`config.mk`:
```
export PLATFORM = sky130hd
export DESIGN_NAME = rd_id_tracker_flat
export DESIGN_NICKNAME = d
export VERILOG_FILES = /design/src/rtl/rd_id_tracker_pkg.sv /design/src/rtl/rd_id_tracker_if.sv /design/src/rtl/rd_id_tracker_scoreboard.sv /design/src/rtl/rd_id_tracker.sv /design/src/flat_wrapper.sv
export SDC_FILE = /design/constraint.sdc
export NUM_CORES = 1
export LEC_CHECK = 0
export CORE_MARGIN = 2
export CORE_UTILIZATION = 30
export CTS_CLUSTER_SIZE = 20
export DETAILED_ROUTE_END_ITERATION = 16
export GPL_ROUTABILITY_DRIVEN = 0
export PLACE_DENSITY = 0.56
export SYNTH_ARGS = -nofsm -noshare
export SYNTH_HDL_FRONTEND = slang
export SYNTH_SLANG_ARGS = --single-unit
export TNS_END_PERCENT = 20
```
`constraint.sdc`:
```
create_clock -name clk -period 9.94 [get_ports clk]
set_input_delay 1.491 -clock clk [delete_from_list [all_inputs] [get_ports clk]]
set_output_delay 1.491 -clock clk [all_outputs]
set_load 0.05 [all_outputs]
```
`src/rtl/rd_id_tracker_pkg.sv`:
```
// Shared types and sizing for the rd/ID tracking slice.
package rd_id_tracker_pkg;

  localparam int unsigned MAX_IDS            = 8;
  localparam int unsigned ID_W               = $clog2(MAX_IDS);
  localparam int unsigned COMMIT_PORTS       = 2;
  localparam int unsigned REGFILE_READ_PORTS = 2;
  localparam int unsigned RS_ADDR_W          = 5;
  localparam int unsigned NUM_REGS           = 1 << RS_ADDR_W;

  typedef logic [ID_W-1:0]      id_t;
  typedef logic [RS_ADDR_W-1:0] rs_addr_t;

endpackage

```
`src/rtl/rd_id_tracker_if.sv`:
```
// Issue/retire/lookup bundle between the issue stage and the tracker.
interface rd_id_tracker_if;
  import rd_id_tracker_pkg::*;

  logic                                     issue_valid;
  id_t                                      issue_id;
  rs_addr_t                                 issue_rd_addr;
  logic                                     issue_uses_rd;
  rs_addr_t [REGFILE_READ_PORTS-1:0]        issue_rs_addr;
  logic     [REGFILE_READ_PORTS-1:0]        rs_pending;
  id_t      [COMMIT_PORTS-1:0]              ids_retiring;
  logic     [COMMIT_PORTS-1:0]              retired;
  rs_addr_t [COMMIT_PORTS-1:0]              retired_rd_addr;
  id_t      [COMMIT_PORTS-1:0]              id_for_rd;
  logic                                     flush;

  modport master (
    output issue_valid, issue_id, issue_rd_addr, issue_uses_rd, issue_rs_addr,
    output ids_retiring, retired, flush,
    input  rs_pending, retired_rd_addr, id_for_rd
  );

  modport slave (
    input  issue_valid, issue_id, issue_rd_addr, issue_uses_rd, issue_rs_addr,
    input  ids_retiring, retired, flush,
    output rs_pending, retired_rd_addr, id_for_rd
  );

endinterface

```
`src/rtl/rd_id_tracker_scoreboard.sv`:
```
// Per-register pending bits: issue sets, matching retires clear, flush wipes.
module rd_scoreboard
  import rd_id_tracker_pkg::*;
(
  input  logic                                 clk,
  input  logic                                 rst,
  input  logic                                 set_valid_i,
  input  rs_addr_t                             set_addr_i,
  input  logic     [COMMIT_PORTS-1:0]          clr_valid_i,
  input  rs_addr_t [COMMIT_PORTS-1:0]          clr_addr_i,
  input  logic                                 flush_i,
  input  rs_addr_t [REGFILE_READ_PORTS-1:0]    rd_addr_i,
  output logic     [REGFILE_READ_PORTS-1:0]    pending_o
);

  logic [NUM_REGS-1:0] rd_pending_q;
  logic [NUM_REGS-1:0] rd_pending_d;

  // Next pending state: flush beats everything, a new issue beats a clear on the same rd.
  always_comb begin
    rd_pending_d = rd_pending_q;
    if (flush_i) begin
      rd_pending_d = '0;
    end else begin
      for (int i = 0; i < COMMIT_PORTS; i++) begin
        if (clr_valid_i[i] && (clr_addr_i[i] != '0)) begin
          rd_pending_d[clr_addr_i[i]] = 1'b0;
        end
      end
      if (set_valid_i && (set_addr_i != '0)) begin
        rd_pending_d[set_addr_i] = 1'b1;
      end
    end
  end

  // Pending state register.
  always_ff @(posedge clk) begin
    if (rst) begin
      rd_pending_q <= '0;
    end else begin
      rd_pending_q <= rd_pending_d;
    end
  end

  // Read ports see registered state only; x0 is never pending.
  always_comb begin
    pending_o = '0;
    for (int j = 0; j < REGFILE_READ_PORTS; j++) begin
      pending_o[j] = (rd_addr_i[j] == '0) ? 1'b0 : rd_pending_q[rd_addr_i[j]];
    end
  end

endmodule

```
`src/rtl/rd_id_tracker.sv`:
```
// ID<->rd tables for writeback plus the RAW pending scoreboard for issue.
module rd_id_tracker
  import rd_id_tracker_pkg::*;
(
  input  logic           clk,
  input  logic           rst,
  rd_id_tracker_if.slave bus
);

  rs_addr_t id_to_rd_q [MAX_IDS];
  rs_addr_t id_to_rd_d [MAX_IDS];
  id_t      rd_to_id_q [NUM_REGS];
  id_t      rd_to_id_d [NUM_REGS];

  rs_addr_t [COMMIT_PORTS-1:0] ret_rd;
  id_t      [COMMIT_PORTS-1:0] ret_newest;
  logic     [COMMIT_PORTS-1:0] ret_clr;
  logic                        issue_sets_rd;

  // Retire lookup on pre-edge tables; a port clears pending only if it is the newest writer.
  always_comb begin
    ret_rd     = '0;
    ret_newest = '0;
    ret_clr    = '0;
    for (int i = 0; i < COMMIT_PORTS; i++) begin
      ret_rd[i]     = id_to_rd_q[bus.ids_retiring[i]];
      ret_newest[i] = rd_to_id_q[ret_rd[i]];
      ret_clr[i]    = bus.retired[i] && (ret_newest[i] == bus.ids_retiring[i]) &&
                      (ret_rd[i] != '0);
    end
  end

  assign bus.retired_rd_addr = ret_rd;
  assign bus.id_for_rd       = ret_newest;
  assign issue_sets_rd       = bus.issue_valid && bus.issue_uses_rd;

  // Table updates at issue; flush does not touch these tables.
  always_comb begin
    id_to_rd_d = id_to_rd_q;
    rd_to_id_d = rd_to_id_q;
    if (bus.issue_valid) begin
      id_to_rd_d[bus.issue_id] = bus.issue_uses_rd ? bus.issue_rd_addr : '0;
      if (bus.issue_uses_rd && (bus.issue_rd_addr != '0)) begin
        rd_to_id_d[bus.issue_rd_addr] = bus.issue_id;
      end
    end
  end

  // Table registers.
  always_ff @(posedge clk) begin
    if (rst) begin
      for (int k = 0; k < MAX_IDS; k++) begin
        id_to_rd_q[k] <= '0;
      end
      for (int r = 0; r < NUM_REGS; r++) begin
        rd_to_id_q[r] <= '0;
      end
    end else begin
      id_to_rd_q <= id_to_rd_d;
      rd_to_id_q <= rd_to_id_d;
    end
  end

  rd_scoreboard u_scoreboard (
    .clk         (clk),
    .rst         (rst),
    .set_valid_i (issue_sets_rd),
    .set_addr_i  (bus.issue_rd_addr),
    .clr_valid_i (ret_clr),
    .clr_addr_i  (ret_rd),
    .flush_i     (bus.flush),
    .rd_addr_i   (bus.issue_rs_addr),
    .pending_o   (bus.rs_pending)
  );

endmodule

```
`src/flat_wrapper.sv`:
```
// flat-port wrapper written by rule: the top's interface ports become plain ports
module rd_id_tracker_flat import rd_id_tracker_pkg::*;
  (clk, rst, bus_issue_valid, bus_issue_id, bus_issue_rd_addr, bus_issue_uses_rd, bus_issue_rs_addr, bus_ids_retiring, bus_retired, bus_flush, bus_rs_pending, bus_retired_rd_addr, bus_id_for_rd);
  rd_id_tracker_if bus_i ();
  input  logic clk;
  input  logic rst;
  input wire logic [$bits(bus_i.issue_valid)-1:0] bus_issue_valid;
  input wire logic [$bits(bus_i.issue_id)-1:0] bus_issue_id;
  input wire logic [$bits(bus_i.issue_rd_addr)-1:0] bus_issue_rd_addr;
  input wire logic [$bits(bus_i.issue_uses_rd)-1:0] bus_issue_uses_rd;
  input wire logic [$bits(bus_i.issue_rs_addr)-1:0] bus_issue_rs_addr;
  input wire logic [$bits(bus_i.ids_retiring)-1:0] bus_ids_retiring;
  input wire logic [$bits(bus_i.retired)-1:0] bus_retired;
  input wire logic [$bits(bus_i.flush)-1:0] bus_flush;
  output wire logic [$bits(bus_i.rs_pending)-1:0] bus_rs_pending;
  output wire logic [$bits(bus_i.retired_rd_addr)-1:0] bus_retired_rd_addr;
  output wire logic [$bits(bus_i.id_for_rd)-1:0] bus_id_for_rd;
  assign bus_i.issue_valid = bus_issue_valid;
  assign bus_i.issue_id = bus_issue_id;
  assign bus_i.issue_rd_addr = bus_issue_rd_addr;
  assign bus_i.issue_uses_rd = bus_issue_uses_rd;
  assign bus_i.issue_rs_addr = bus_issue_rs_addr;
  assign bus_i.ids_retiring = bus_ids_retiring;
  assign bus_i.retired = bus_retired;
  assign bus_i.flush = bus_flush;
  assign bus_rs_pending = bus_i.rs_pending;
  assign bus_retired_rd_addr = bus_i.retired_rd_addr;
  assign bus_id_for_rd = bus_i.id_for_rd;
  rd_id_tracker u_core (.clk(clk), .rst(rst), .bus(bus_i));
endmodule
```
# Word-level counts from Yosys, hierarchy flattened
# Cells that the tools add are included.
# word_totals
regBits	168
output_inout_bits	18
input_bits	31
# op_classes
n_eq_ne	2
mux	36
n_reduce_logical	21
order_cmp	16
bitwise	11
# ops
op	n
two-way mux 32 bit	5
bitwise mux 96 bit	1
AND 32 bit	2
inverter 32 bit	2
bitwise mux 40 bit	1
OR 32 bit	1
binary-select mux 3 bit (select 5 bit)	2
binary-select mux 5 bit (select 3 bit)	2
< comparator 5 x 6 -> 1 bit, second input constant	5
two-way mux 5 bit	6
>= comparator 6 bit, second input constant	3
inverter 5 -> 6 bit	3
demux 1 bit (select 5 bit)	3
demux 3 bit (select 5 bit)	1
demux 5 bit (select 3 bit)	1
>= comparator 5 x 1 -> 1 bit, second input constant	3
two-way mux 3 bit	5
nonzero test 5 bit	3
logical AND 1 bit	14
>= comparator 4 bit, second input constant	3
inverter 3 -> 4 bit	3
binary-select mux 1 bit (select 5 bit)	2
logical NOT 5 bit	2
two-way mux 1 bit	7
5 further kinds	6

# Depth between registers and ports, before layout
# Gate-level depths: netlist (run 1).
# logic_depth
word_depth	19
mapped_depth	16
ltp_nobuf	12

# By module
# From an unflattened synthesis (run 1), not the netlist that was laid out.
# hier_totals
hier_cells	1160
area_unflattened_um2	10522.6
# modules_own_cells
mod	area_per_inst_um2	cells_per_inst	instances
rd_id_tracker	8348.0	913	1
rd_scoreboard	2174.6	247	1

# Worst setup path after synthesis (run 1)
# No wires, ideal clock.
# synth_timing
path_kind	input to output
startpoint	input port bus_ids_retiring[1]
endpoint	output port bus_id_for_rd[1]
path_buffers	2
path_slack_ns	3.934
path_stages	8
t_arrival_ns	4.515
t_required_ns	8.449
path_cell_list	buf_4 mux4_2 mux2i_2 inv_2 clkbuf_1 o211ai_1 nand4_1 nor3_1
# synth_via
elab_chain_len	8
# synth_rtl
item	line	rtl
start: declaration	flat_wrapper.sv:12	input wire logic [$bits(bus_i.ids_retiring)-1:0] bus_ids_retiring;
inverter 3 -> 4 bit (implied by the code)	rd_id_tracker.sv:26	ret_rd[i] = id_to_rd_q[bus.ids_retiring[i]];
binary-select mux 5 bit (select 3 bit)	rd_id_tracker.sv:26	
two-way mux 5 bit (implied by the code) (2 in series)	rd_id_tracker.sv:26	
via bus_retired_rd_addr[3]	flat_wrapper.sv:16	output wire logic [$bits(bus_i.retired_rd_addr)-1:0] bus_retired_rd_addr;
inverter 5 -> 6 bit (implied by the code)	rd_id_tracker.sv:27	ret_newest[i] = rd_to_id_q[ret_rd[i]];
binary-select mux 3 bit (select 5 bit)	rd_id_tracker.sv:27	
two-way mux 3 bit (implied by the code) (2 in series)	rd_id_tracker.sv:27	
end: declaration	flat_wrapper.sv:17	output wire logic [$bits(bus_i.id_for_rd)-1:0] bus_id_for_rd;
# The timed path passes the listed nets, and every way through them passes these cells. The select of a mux whose other input is x is not followed.

# Worst setup path after layout (run 1)
# layout_timing
startpoint	input port bus_ids_retiring[2]
endpoint	output port bus_id_for_rd[2]
# layout_via
elab_chain_len	8
# layout_rtl
item	line
inverter 3 -> 4 bit (implied by the code)	rd_id_tracker.sv:26
binary-select mux 5 bit (select 3 bit)	rd_id_tracker.sv:26
two-way mux 5 bit (implied by the code) (2 in series)	rd_id_tracker.sv:26
inverter 5 -> 6 bit (implied by the code)	rd_id_tracker.sv:27
binary-select mux 3 bit (select 5 bit)	rd_id_tracker.sv:27
two-way mux 3 bit (implied by the code) (2 in series)	rd_id_tracker.sv:27
# No other way between the ends. The select of a mux whose other input is x is not followed.

==> summary.md, run 1 <==
| Metric | Value |
|---|---|
| Maximum fanout count along the critical path | 44 |
| Cell chosen for the clock root | sky130_fd_sc_hd__clkbuf_16 |
| Placed wire-length estimate | 29100 um |
| Top cell family by delay on the critical path | buffers and inverters |
| Sequential-to-total area share from yosys stat | about 33% |
| Largest net degree at the start of global routing | 76 |
| Io pins | 49 |
| # Max-Cap Violations | 0 |
| Sequential share of power | 43.3% |
| Transition time at the pin with the least slew margin | 1.17 ns |
| Final critical path time including I/O delays and setup | 8.23 ns |
| Max rail drop VDD | between 0.1 and 0.15 mV |
| Effective utilization at floorplan | 30.6% |
| Nature of the critical path endpoint | primary output |
| Number of antenna diodes | 0 |
| Drc violations | 0 |
| Total count of max-transition violations in the final report | 0 |
| Number of nets in the layout | 1200 |
| Synthesized instance count | 1168 |
| Final setup violation count | 0 |
| Synth Flop Type | sky130_fd_sc_hd__dfxtp_1 |
| DRT antenna net count | 0 |
| Number of global-route vias before repair | 9043 |
| Buffering stage count on the worst path with inverters included | 4 |
| Critical Path Start Type | input port |
| Clock transition at the register clock pins on the worst setup and hold paths after CTS | 0.06 ns |
| Global routing usage summed across all routing layers | a little over a fifth |
| Clk network pwr share | ~44% |
| Final hold violation count | 0 |
| Async S/R FF share, synth | 0% |
| Utilization after layout | between 30% and 40% |
| Global route total overflow | 0 |
| Number of antenna violations at the first check in global routing | 0 |
| Combinational share of power | 12.4% |
| Wire per inst | approximately 24 um |
| Standard cell with the maximum stage delay on the critical path | sky130_fd_sc_hd__clkdlybuf4s50_1 |
| Clock network latency to the later pin of the worst-skew pair | 0.45 ns |
| Proportion of total power due to net switching | 28.9% |
| DR iter-0 viols | 1301 |
| Number of enable-type register cells in the synthesized netlist | 0 |
| Switching power of the nets | 0.451 mW |
| Sum of negative setup slack | 0 ns |
| Setup repair after global routing missed its margin | false |
| Clock buffer depth | 2 |
| Layout overhead on the synthesized area | 13.6% |
| Maximum single-stage delay on the critical path | about 0.84 ns |
| Setup Buffers After CTS | 0 |
| Highest clock frequency the design can meet | 122 MHz |
| Total Wirelength | 39000 um |
| Synth Warn # | 0 |
| Post-synthesis cell type count | 79 |
| Clock Sink Count | about 170 |
| Result of the run | completed |
| Power per cell area | 134 mW/mm2 |
| First-pass GRT wire length | 57900 um |
| Number of vias in the routed layout | 9613 |
| First drt pass iteration count | 6 |
| Internal Power | approximately 1.1 mW |
| TritonCTS buffer count | 17 |
| Area of all placed cells without fillers | 0.0117 mm2 |
| Cell type with the highest occurrence count on the critical path | sky130_fd_sc_hd__clkdlybuf4s50_1 |
| Minimum setup slack in the final design | 1.71 ns |
| Cell area after placement | 0.0111 mm2 |
| Path type of the worst setup path | in -> out |
| Post-CTS Resized | 0 |
| Setup slack after placement | around 1.9 ns |
| Cell breakdown of the critical path | clkdlybuf4s50_1, and2_1, a22oi_2, nand2_2, clkinv_2, mux2i_1, mux2_2, a32o_1, or4_4, inv_1, clkdlybuf4s50_1 |
| Required time at the worst-slack endpoint | 8.45 ns |
| Ratio of cells with drive above 1 in the final layout | 12.2% |
| Post-synthesis sequential element count | 167 |
| Core region area | 0.0336 mm2 |
| Mean instance size in the synthesized netlist | a little under 9 um2 |
| Total of buffers placed on input and output ports | 48 |
| Hold/Removal Path Class | reg -> reg |
| Metal3 WL | 3190 um |
| Synth Net Count | 1199 |
| Top sig layer | met4 |
| Area of the die | 0.0358 mm2 |
| Count of standard-cell rows | 67 |
| Largest clock skew in the final design | 0.0139 ns |
| Met1 Routed Length | 16300 um |
| Total length of routed met2 wires | approximately 18000 um |
| Critical path data arrival time | just under 7 ns |
| Via count normalized by instance count | between 5 and 6 |
| Number of hold-repair buffers added at the cts stage | 0 |
| Die height | 189 um |
| Die boundary width | roughly 190 um |
| Syn Std Cell Area | 0.0103 mm2 |
| Relative max-transition margin | 21.7% |
| H-Tree Level Count | 4 |
| LEAKAGE | 4.10 nW |
| Final period utilization | a little over 80% |
| CTS tree | done |
## final cells by class
type / instances / area, um2
inverter: 25 / 95.1
sequential: 167 / 3340
multi-input combinational: 891 / 6470
fill: 3487 / 21900
tap: 448 / 561
clock buffer: 18 / 429
clock inverter: 14 / 161
timing repair buffer: 67 / 621
## power by group through the flow
| stage | Clock (mW) | Combinational (mW) | Sequential, mW |
|---|---|---|---|
| 5_1_grt | 0.729 | 0.203 | 0.677 |
| 3_5_place_dp | 0 | 0.189 | 0.692 |
| 6_report | 0.691 | 0.194 | 0.677 |
| 3_3_place_gp | 0 | 0.188 | 0.692 |
| 2_1_floorplan | 0 | 0.132 | 0.690 |
| 4_1_cts | 0.704 | 0.190 | 0.676 |
## stage by stage
stage	hold slack, ns	power [mW]	instances
global route	0.485	1.61	1630
floorplan	0.435	0.822	1168
global placement	0.458	0.880	1598
CTS	0.476	1.57	1630
detailed placement	0.467	0.881	1598
finish	0.475	1.56	1630
## worst min-delay path, delay by kind of cell, from the launching register on
| kind | cells | cell delay (ns) |
|---|---|---|
| DFF | 1 | 0.32 |
| and+or+nand+nor | 1 | 0.06 |
| AOI/OAI and AO/OA | 1 | 0.05 |
## flip-flops by register name (all words and copies together), names as in the netlist
name	flops
u_core.id_to_rd_q	40
u_core.u_scoreboard.rd_pending_q	31
u_core.rd_to_id_q	96
## cells in the mapped netlist (all sizes together) (8+ instances only)
cell | n | area (um2)
nor2 | 184 | 691
mux2i | 182 | 1830
dfxtp | 167 | 3340
nand2 | 120 | 455
clkbuf | 55 | 206
nand3 | 46 | 230
mux4 | 36 | 811
a21oi | 33 | 165
buf | 30 | 175
o21ai | 25 | 125
inv | 24 | 90.1
nand4 | 22 | 150
nor3 | 21 | 110
mux2 | 20 | 229
and3 | 14 | 87.6
a211oi | 13 | 103
a32oi | 13 | 114
nor2b | 10 | 62.6
and2 | 9 | 56.3
a2111oi | 8 | 88.8
a21boi | 8 | 60.1
o21a | 8 | 60.1
o221ai | 8 | 76.3
o32ai | 8 | 70.1
## cells by family (layout without fill, tap and decap cells)
group / after synthesis / after routing / share of synthesized area (%)
AO/OA/AOI/OAI: 185 / 185 / 13.7
XOR/XNOR: 6 / 6 / 0.730
buffers and inverters: 110 / 124 / 4.64
flip-flops: 167 / 167 / 32.5
multiplexers: 238 / 238 / 27.9
AND/OR/NAND/NOR: 462 / 462 / 20.5
## layer usage
layer | vias to the layer above | GRT usage [%]
li1 | 4301 | -
met4 | 0 | 10.9
met5 | - | 0
met1 | 4643 | 28.0
met2 | 532 | 33.7
met3 | 137 | 5.26
## layout by cell type, fill, tap and decap left out, types with 8 or more instances in the layout
master,Yosys,routed
sky130_fd_sc_hd__o32ai_1,8,8
sky130_fd_sc_hd__a211oi_1,12,12
sky130_fd_sc_hd__o21a_1,8,8
sky130_fd_sc_hd__dfxtp_1,167,167
sky130_fd_sc_hd__and2_1,8,8
sky130_fd_sc_hd__mux2i_1,179,177
sky130_fd_sc_hd__nand2_1,118,118
sky130_fd_sc_hd__a21oi_1,33,33
sky130_fd_sc_hd__clkdlybuf4s50_1,0,47
sky130_fd_sc_hd__mux2_2,19,19
sky130_fd_sc_hd__inv_1,17,17
sky130_fd_sc_hd__a32oi_1,13,13
sky130_fd_sc_hd__a21boi_0,8,8
sky130_fd_sc_hd__buf_4,3,20
sky130_fd_sc_hd__nor3_1,20,20
sky130_fd_sc_hd__clkbuf_16,0,17
sky130_fd_sc_hd__o21ai_0,24,24
sky130_fd_sc_hd__mux4_2,36,36
sky130_fd_sc_hd__and3_1,14,14
sky130_fd_sc_hd__nand4_1,20,20
sky130_fd_sc_hd__nand3_1,46,46
sky130_fd_sc_hd__nor2_1,184,183
sky130_fd_sc_hd__nor2b_1,10,10
## worst paths after layout
path                                       start                                  end  slack (ns)  cells past startpoint
max                          bus_ids_retiring[2]                     bus_id_for_rd[2]        1.71                     11
min          u_core.u_scoreboard.rd_pending_q[6]  u_core.u_scoreboard.rd_pending_q[6]        0.48                      2
max reg2reg                 u_core.id_to_rd_q[5]  u_core.u_scoreboard.rd_pending_q[1]        4.33                     12
min reg2reg  u_core.u_scoreboard.rd_pending_q[6]  u_core.u_scoreboard.rd_pending_q[6]        0.48                      2
(Power assumes the default switching activity.)
==> inputs of run 2 (changes only) <==
==> constraint.sdc (replaced) <==
create_clock -name clk -period 7.58 [get_ports clk]
set_input_delay 1.137 -clock clk [delete_from_list [all_inputs] [get_ports clk]]
set_output_delay 1.137 -clock clk [all_outputs]
set_load 0.05 [all_outputs]
==> run 2 against run 1 <==
Compared with the run above:
- non-clock buffer count is 9 higher
- first-iteration DRC count is 5.1% lower
- register-to-register slack worse by 1.5 ns
- largest cell class unchanged
- final cell count is 0.49% higher
- die area stayed put
- highest routed layer unchanged
==> summary.md, run 2 (synthesized netlist as in run 1, its figures left out) <==
| Metric | Value |
|---|---|
| Result of the run | completed (unchanged) |
| Total of buffers placed on input and output ports | 48 (unchanged) |
| Non-Filler Instances | 1638 (was 1630) |
| Number of flip-flops under the largest register name | 96 (unchanged) |
| Critical R2R Capture | u_core.u_scoreboard.rd_pending_q[9] (was u_core.u_scoreboard.rd_pending_q[1]) |
| Cell breakdown of the critical path | clkdlybuf4s50_1, mux4_2, mux2i_1, buf_4, nor2_1, a221o_1, o2111a_1, nor3_1, clkdlybuf4s50_1 (was clkdlybuf4s50_1, and2_1, a22oi_2, nand2_2, clkinv_2, mux2i_1, mux2_2, a32o_1, or4_4, inv_1, clkdlybuf4s50_1) |
| Most common library cell in the layout ignoring fill and taps | sky130_fd_sc_hd__nor2_1 (unchanged) |
| R2R Path Start | u_core.id_to_rd_q[5] (unchanged) |
| Core region area | 0.0336 mm2 (unchanged) |
| Final period utilization | 87.5% |
| Cell total after placement | 1607 (was 1598) |
| Critical path data arrival time | 5.50 ns (was 6.74 ns) |
| Total count of max-transition violations in the final report | 0 (unchanged) |
| Number of vias in the routed layout | 9633 (was 9613) |
| Final hold violation count | 0 (unchanged) |
| Max rail drop VDD | 0.142 mV (was 0.102 mV) |
| Number of hold-repair buffers added at the cts stage | 0 (unchanged) |
| Highest clock frequency the design can meet | 151 MHz |
| Clock network latency to the later pin of the worst-skew pair | 0.45 ns (about the same) |
| Sum of negative setup slack | 0 ns (unchanged) |
| DR iter-0 viols | 1234 (was 1301) |
| Maximum single-stage delay on the critical path | 0.93 ns (was 0.84 ns) |
| Internal Power | 1.47 mW (was 1.11 mW) |
| CTS tree | done (unchanged) |
| Area of all placed cells without fillers | 0.0118 mm2 (was 0.0117 mm2) |
| Hold/Removal Path Class | reg -> reg (unchanged) |
| Effective utilization at floorplan | 30.6% (unchanged) |
| Nature of the critical path endpoint | primary output (unchanged) |
| Worst reg-to-reg path cell count | 14 (was 12) |
| LEAKAGE | 4.15 nW (was 4.10 nW) |
| Standard cell with the maximum stage delay on the critical path | sky130_fd_sc_hd__clkdlybuf4s50_1 (unchanged) |
| Number of nets in the layout | 1209 (was 1200) |
| Total Wirelength | 38400 um (was 39000 um) |
| CP startpoint | bus_ids_retiring[1] (was bus_ids_retiring[2]) |
| Number of antenna diodes | 0 (unchanged) |
| Largest net degree at the start of global routing | 106 (was 76) |
| Clock Sink Count | 167 (unchanged) |
| Area of the die | 0.0358 mm2 (unchanged) |
| Io pins | 49 (unchanged) |
| Die boundary width | 189 um (unchanged) |
| DRT antenna net count | 0 (unchanged) |
| Clock buffer depth | 2 (unchanged) |
| Multi-input gate area | 0.00647 mm2 (about the same) |
| Largest clock skew in the final design | 0.0119 ns (was 0.0139 ns) |
| Capture point of the worst path | bus_id_for_rd[1] (was bus_id_for_rd[2]) |
| Sequential cell area | 0.00334 mm2 (unchanged) |
| Most flop-heavy register | u_core.rd_to_id_q (unchanged) |
| Wire per inst | 23.5 um (was 23.9 um) |
| Final critical path time including I/O delays and setup | 6.63 ns |
| Proportion of total power due to net switching | 27.6% (was 28.9%) |
| Global route total overflow | 0 (unchanged) |
| Combinational share of power | 12.8% (was 12.4%) |
| Post-CTS Resized | 0 (unchanged) |
| Relative max-transition margin | 21.5% (was 21.7%) |
| Maximum fanout count along the critical path | 12 (was 44) |
| Required time at the worst-slack endpoint | 6.44 ns (was 8.45 ns) |
| Count of standard-cell rows | 67 (unchanged) |
| Most frequent cells in the layout | sky130_fd_sc_hd__nor2_1 (183), sky130_fd_sc_hd__mux2i_1 (178), sky130_fd_sc_hd__dfxtp_1 (167), sky130_fd_sc_hd__nand2_1 (118), sky130_fd_sc_hd__nand3_1 (46) (was sky130_fd_sc_hd__nor2_1 (183), sky130_fd_sc_hd__mux2i_1 (177), sky130_fd_sc_hd__dfxtp_1 (167), sky130_fd_sc_hd__nand2_1 (118), sky130_fd_sc_hd__clkdlybuf4s50_1 (47)) |
| Setup Buffers After CTS | 0 (unchanged) |
| H-Tree Level Count | 4 (unchanged) |
| Register-to-Register Setup Slack | 2.88 ns (was 4.33 ns) |
| Transition time at the pin with the least slew margin | 1.18 ns (was 1.17 ns) |
| Global routing usage summed across all routing layers | 21.4% (was 21.7%) |
| Final setup violation count | 0 (unchanged) |
| Filler cell count | 3477 (was 3487) |
| Drc violations | 0 (unchanged) |
| Utilization after layout | 35.0% (was 34.7%) |
| Critical Path Start Type | input port (unchanged) |
| Placed wire-length estimate | 28900 um (was 29100 um) |
| Ratio of cells with drive above 1 in the final layout | 13.0% (was 12.2%) |
| Setup repair after global routing missed its margin | false (unchanged) |
| Regs by FF count | u_core.rd_to_id_q: 96 flops, u_core.id_to_rd_q: 40 flops, u_core.u_scoreboard.rd_pending_q: 31 flops (unchanged) |
| Via count normalized by instance count | 5.88 (was 5.90) |
| Path type of the worst setup path | in -> out (unchanged) |
| First-pass GRT wire length | 57200 um (was 57900 um) |
| Sequential share of power | 43.7% (was 43.3%) |
| Clock transition at the register clock pins on the worst setup and hold paths after CTS | 0.06 ns (about the same) |
| Switching power of the nets | 0.560 mW (was 0.451 mW) |
| First drt pass iteration count | 10 (was 6) |
| Layout overhead on the synthesized area | 14.4% (was 13.6%) |
| Number of antenna violations at the first check in global routing | 0 (unchanged) |
| Cell type with the highest occurrence count on the critical path | sky130_fd_sc_hd__clkdlybuf4s50_1 (unchanged) |
| Number of global-route vias before repair | 8953 (was 9043) |
| Clk network pwr share | 43.5% (was 44.2%) |
| TritonCTS buffer count | 17 (unchanged) |
| Power per cell area | 173 mW/mm2 (was 134 mW/mm2) |
| Cell chosen for the clock root | sky130_fd_sc_hd__clkbuf_16 (unchanged) |
| Die height | 189 um (unchanged) |
| # Max-Cap Violations | 0 (unchanged) |
| Cell area after placement | 0.0112 mm2 (was 0.0111 mm2) |
## run 2: cell count changes in the layout (fill, tap and decap cells not counted), moves of 3 or more
cell	previous run	this run
sky130_fd_sc_hd__buf_12	0	3
sky130_fd_sc_hd__buf_4	20	31
sky130_fd_sc_hd__clkdlybuf4s50_1	47	42
sky130_fd_sc_hd__clkinvlp_4	1	5
sky130_fd_sc_hd__inv_6	5	0
## run 2: critical path: cells and delay by family
family / cells / cell delay [ns]
buffers and inverters: 3 / 2.13
multiplexers: 2 / 1.25
AO/OA/AOI/OAI: 2 / 0.51
AND/OR/NAND/NOR: 2 / 0.46
## run 2: cell type report
| cell class | count | share of cell area, % |
|---|---|---|
| Multi-Input combinational cell | 891 | 55.0 |
| Sequential cell | 167 | 28.4 |
| Timing Repair Buffer | 76 | 6.06 |
| Tap cell | 448 | 4.76 |
| Clock buffer | 21 | 3.91 |
| Clock inverter | 10 | 1.05 |
| Inverter | 25 | 0.808 |
## run 2: how the worst min path moves through the flow
stage | slack (ns) | cells past startpoint | endpoint | start
after floorplan | 0.44 | 2 | u_core.u_scoreboard.rd_pending_q[21] | u_core.u_scoreboard.rd_pending_q[21]
after global placement | 0.46 | 2 | u_core.u_scoreboard.rd_pending_q[10] | u_core.u_scoreboard.rd_pending_q[10]
after detailed placement | 0.46 | 2 | u_core.u_scoreboard.rd_pending_q[3] | u_core.u_scoreboard.rd_pending_q[3]
after CTS | 0.47 | 2 | u_core.u_scoreboard.rd_pending_q[3] | u_core.u_scoreboard.rd_pending_q[3]
after global routing | 0.51 | 2 | u_core.rd_to_id_q[46] | u_core.rd_to_id_q[46]
final | 0.47 | 2 | u_core.u_scoreboard.rd_pending_q[3] | u_core.u_scoreboard.rd_pending_q[3]
## run 2: routing by layer
metal / share of wire, % / wire length [um] / up-vias / track usage (%)
li1: - / - / 4317 / -
met1: 41 / 15900 / 4636 / 28.1
met2: 44 / 16900 / 538 / 32.6
met3: 8.9 / 3430 / 142 / 5.00
met4: 5.7 / 2180 / 0 / 11.4
met5: 0 / 0 / - / 0
## run 2: per-stage QoR
step / setup WS [ns] / hold WS [ns] / power [mW]
finish: 0.946 / 0.471 / 2.03
global route: 0.797 / 0.509 / 2.10
CTS: 1.07 / 0.470 / 2.04
detailed placement: 1.07 / 0.460 / 1.16
global placement: 1.11 / 0.456 / 1.16
floorplan: 2.22 / 0.435 / 1.08
## run 2: power by group through the flow
stage / clock [mW] / sequential (mW) / combinational (mW)
floorplan: 0 / 0.905 / 0.173
global placement: 0 / 0.907 / 0.253
detailed placement: 0 / 0.907 / 0.254
CTS: 0.897 / 0.887 / 0.255
global route: 0.935 / 0.887 / 0.274
finish: 0.883 / 0.887 / 0.261
==> inputs of run 3 (changes only) <==
--- a/config.mk
+++ b/config.mk
@@ -5,6 +5,7 @@
 export SDC_FILE = /design/constraint.sdc
 export NUM_CORES = 1
 export LEC_CHECK = 0
+export CORE_ASPECT_RATIO = 0.75
 export CORE_MARGIN = 2
 export CORE_UTILIZATION = 30
 export CTS_CLUSTER_SIZE = 20
==> run 3 against run 2 <==
Compared with the run above:
- clock power is 4.9% higher
- clock skew fell by 0.0010 ns
- sequential share of layout area down 0.21 points
- via count about the same
- global-route usage up 0.37 points
- non-clock buffer count increased by 7
- first-iteration DRC count up 8.4%
- combinational power is 3% higher
- critical path type unchanged
- critical endpoint is now bus_id_for_rd[0]
- largest power group is now clock
==> summary.md, run 3 (synthesized netlist as in run 1, its figures left out) <==
| Metric | Value |
|---|---|
| DRT antenna net count | 0 (unchanged) |
| Maximum fanout count along the critical path | 33 (was 12) |
| Cell chosen for the clock root | sky130_fd_sc_hd__clkbuf_16 (unchanged) |
| Relative max-transition margin | 14.1% (was 21.5%) |
| First drt pass iteration count | 6 (was 10) |
| Clock transition at the register clock pins on the worst setup and hold paths after CTS | 0.07 ns (was 0.06 ns) |
| Power per cell area | 176 mW/mm2 (was 173 mW/mm2) |
| Clock Sink Count | 167 (unchanged) |
| Final period utilization | 89.6% (was 87.5%) |
| LEAKAGE | 4.19 nW (was 4.15 nW) |
| Most frequent cells in the layout | sky130_fd_sc_hd__nor2_1 (183), sky130_fd_sc_hd__mux2i_1 (178), sky130_fd_sc_hd__dfxtp_1 (167), sky130_fd_sc_hd__nand2_1 (118), sky130_fd_sc_hd__nand3_1 (46) (unchanged) |
| Global route total overflow | 0 (unchanged) |
| Hold/Removal Path Class | reg -> reg (unchanged) |
| Top cell family by delay on the critical path | buffers and inverters (unchanged) |
| Minimum setup slack in the final design | 0.785 ns (was 0.946 ns) |
| Buffering stage count on the worst path with inverters included | 4 (was 3) |
| Drc violations | 0 (unchanged) |
| Critical Path Start Type | input port (unchanged) |
| CTS tree | done (unchanged) |
| Largest net degree at the start of global routing | 72 (was 106) |
| Wire per inst | 23.5 um (about the same) |
| Number of antenna violations at the first check in global routing | 0 (unchanged) |
| Number of flip-flops under the largest register name | 96 (unchanged) |
| Die height | 164 um (was 189 um) |
| Die boundary width | 218 um (was 189 um) |
| Number of hold-repair buffers added at the cts stage | 0 (unchanged) |
| Number of vias in the routed layout | 9638 (was 9633) |
| Placed wire-length estimate | 29000 um (was 28900 um) |
| Global routing usage summed across all routing layers | 21.8% (was 21.4%) |
| Via count normalized by instance count | 5.85 (was 5.88) |
| Total count of max-transition violations in the final report | 0 (unchanged) |
| Most common library cell in the layout ignoring fill and taps | sky130_fd_sc_hd__nor2_1 (unchanged) |
| Final hold violation count | 0 (unchanged) |
| Max rail drop VDD | 0.111 mV (was 0.142 mV) |
| Number of global-route vias before repair | 8887 (was 8953) |
| Final critical path time including I/O delays and setup | 6.79 ns (was 6.63 ns) |
| Sum of negative setup slack | 0 ns (unchanged) |
| Cell type with the highest occurrence count on the critical path | sky130_fd_sc_hd__clkdlybuf4s50_1 (unchanged) |
| Register-to-Register Setup Slack | 2.84 ns (was 2.88 ns) |
| Result of the run | completed (unchanged) |
| First-pass GRT wire length | 57700 um (was 57200 um) |
| Critical path data arrival time | 5.66 ns (was 5.50 ns) |
| Clock buffer depth | 2 (unchanged) |
| Regs by FF count | u_core.rd_to_id_q: 96 flops, u_core.id_to_rd_q: 40 flops, u_core.u_scoreboard.rd_pending_q: 31 flops (unchanged) |
| Clock network latency to the later pin of the worst-skew pair | 0.45 ns (about the same) |
| Io pins | 49 (unchanged) |
| Setup slack after placement | 0.830 ns (was 1.07 ns) |
| Area of the die | 0.0358 mm2 (about the same) |
| Count of standard-cell rows | 58 (was 67) |
| Cell total after placement | 1616 (was 1607) |
| Maximum single-stage delay on the critical path | 0.81 ns (was 0.93 ns) |
| Setup Buffers After CTS | 0 (unchanged) |
| Post-CTS Resized | 0 (unchanged) |
| Ratio of cells with drive above 1 in the final layout | 13.6% (was 13.0%) |
| Required time at the worst-slack endpoint | 6.44 ns (about the same) |
| Effective utilization at floorplan | 30.5% (was 30.6%) |
| Non-Filler Instances | 1648 (was 1638) |
| Number of nets in the layout | 1216 (was 1209) |
| DR iter-0 viols | 1338 (was 1234) |
| Total Wirelength | 38700 um (was 38400 um) |
| Final setup violation count | 0 (unchanged) |
| Filler cell count | 3456 (was 3477) |
| Highest clock frequency the design can meet | 147 MHz (was 151 MHz) |
| Total of buffers placed on input and output ports | 48 (unchanged) |
| Number of antenna diodes | 0 (unchanged) |
| Standard cell with the maximum stage delay on the critical path | sky130_fd_sc_hd__clkdlybuf4s50_1 (unchanged) |
| Cell breakdown of the critical path | clkdlybuf4s50_1, buf_4, mux2i_1, a22oi_4, nand2_2, clkinv_2, o2111a_1, a311o_1, o211ai_1, and2_1, clkdlybuf4s50_1 (was clkdlybuf4s50_1, mux4_2, mux2i_1, buf_4, nor2_1, a221o_1, o2111a_1, nor3_1, clkdlybuf4s50_1) |
| # Max-Cap Violations | 0 (unchanged) |
| Nature of the critical path endpoint | primary output (unchanged) |
| Transition time at the pin with the least slew margin | 1.28 ns (was 1.18 ns) |
| Cell area after placement | 0.0112 mm2 (about the same) |
| Largest clock skew in the final design | 0.0108 ns (was 0.0119 ns) |
| Worst hold slack | 0.474 ns (was 0.471 ns) |
| Layout overhead on the synthesized area | 15.3% (was 14.4%) |
| Area of all placed cells without fillers | 0.0119 mm2 (was 0.0118 mm2) |
| Most flop-heavy register | u_core.rd_to_id_q (unchanged) |
| TritonCTS buffer count | 17 (unchanged) |
| H-Tree Level Count | 4 (unchanged) |
| Path type of the worst setup path | in -> out (unchanged) |
| Core region area | 0.0337 mm2 (was 0.0336 mm2) |
| Setup repair after global routing missed its margin | false (unchanged) |
run 3: cell types whose count changed in the layout (fill, tap and decap cells not counted):
cell                              delta
sky130_fd_sc_hd__clkdlybuf4s50_1     +1
sky130_fd_sc_hd__bufinv_16           +1
sky130_fd_sc_hd__clkinv_4            -1
sky130_fd_sc_hd__buf_4               +6
sky130_fd_sc_hd__inv_6               +3
sky130_fd_sc_hd__clkbuf_1            -1
sky130_fd_sc_hd__clkbuf_8            -1
run 3: worst register-to-register path, cell delays in order (launching register included):
cell and delay, ns:
sky130_fd_sc_hd__dfxtp_1 0.34, sky130_fd_sc_hd__mux2i_1 0.32, sky130_fd_sc_hd__a22oi_4 0.24, sky130_fd_sc_hd__nand2_2 0.37, sky130_fd_sc_hd__clkinv_2 0.60, sky130_fd_sc_hd__buf_4 0.44
sky130_fd_sc_hd__mux2i_1 0.14, sky130_fd_sc_hd__mux2_2 0.26, sky130_fd_sc_hd__a32o_1 0.20, sky130_fd_sc_hd__or4_4 0.60, sky130_fd_sc_hd__xor2_1 0.15, sky130_fd_sc_hd__buf_4 0.21
sky130_fd_sc_hd__nand4_2 0.24, sky130_fd_sc_hd__o221a_2 0.37, sky130_fd_sc_hd__o21a_1 0.16
run 3: final cells by class:
type | instances | area (um2) | share of cell area (%)
clock buffers | 19 | 443 | 3.74
flip-flops and latches | 167 | 3340 | 28.2
clock inverters | 13 | 171 | 1.45
multi-input cells | 891 | 6470 | 54.6
repair buffers | 83 | 768 | 6.48
well taps | 450 | 563 | 4.75
inverters | 25 | 95.1 | 0.802
run 3: worst paths after layout:
| kind | to | startpoint | cells after the start |
|---|---|---|---|
| max | bus_id_for_rd[0] | bus_ids_retiring[0] | 11 |
| min reg2reg | u_core.u_scoreboard.rd_pending_q[10] | u_core.u_scoreboard.rd_pending_q[10] | 2 |
| min | u_core.u_scoreboard.rd_pending_q[10] | u_core.u_scoreboard.rd_pending_q[10] | 2 |
| max reg2reg | u_core.u_scoreboard.rd_pending_q[25] | u_core.id_to_rd_q[20] | 14 |
run 3: metal layers:
metal	routed length, um	track usage [%]	share of wire (%)
met5	0	0	0
met4	633	5.10	1.6
met3	4820	7.65	12
met2	15900	31.2	41
met1	17300	31.0	45
run 3: power by group:
group          switching (mW)  internal (mW)  total (mW)
Clock                   0.395          0.531       0.926
Sequential            0.00509          0.882       0.887
Combinational           0.180         0.0896       0.270
run 3: through the flow:
stage	utilization (%)	power, mW
detailed placement	33.4	1.17
global placement	33.4	1.17
global route	35.2	2.14
floorplan	-	1.08
finish	35.2	2.08
CTS	35.2	2.09
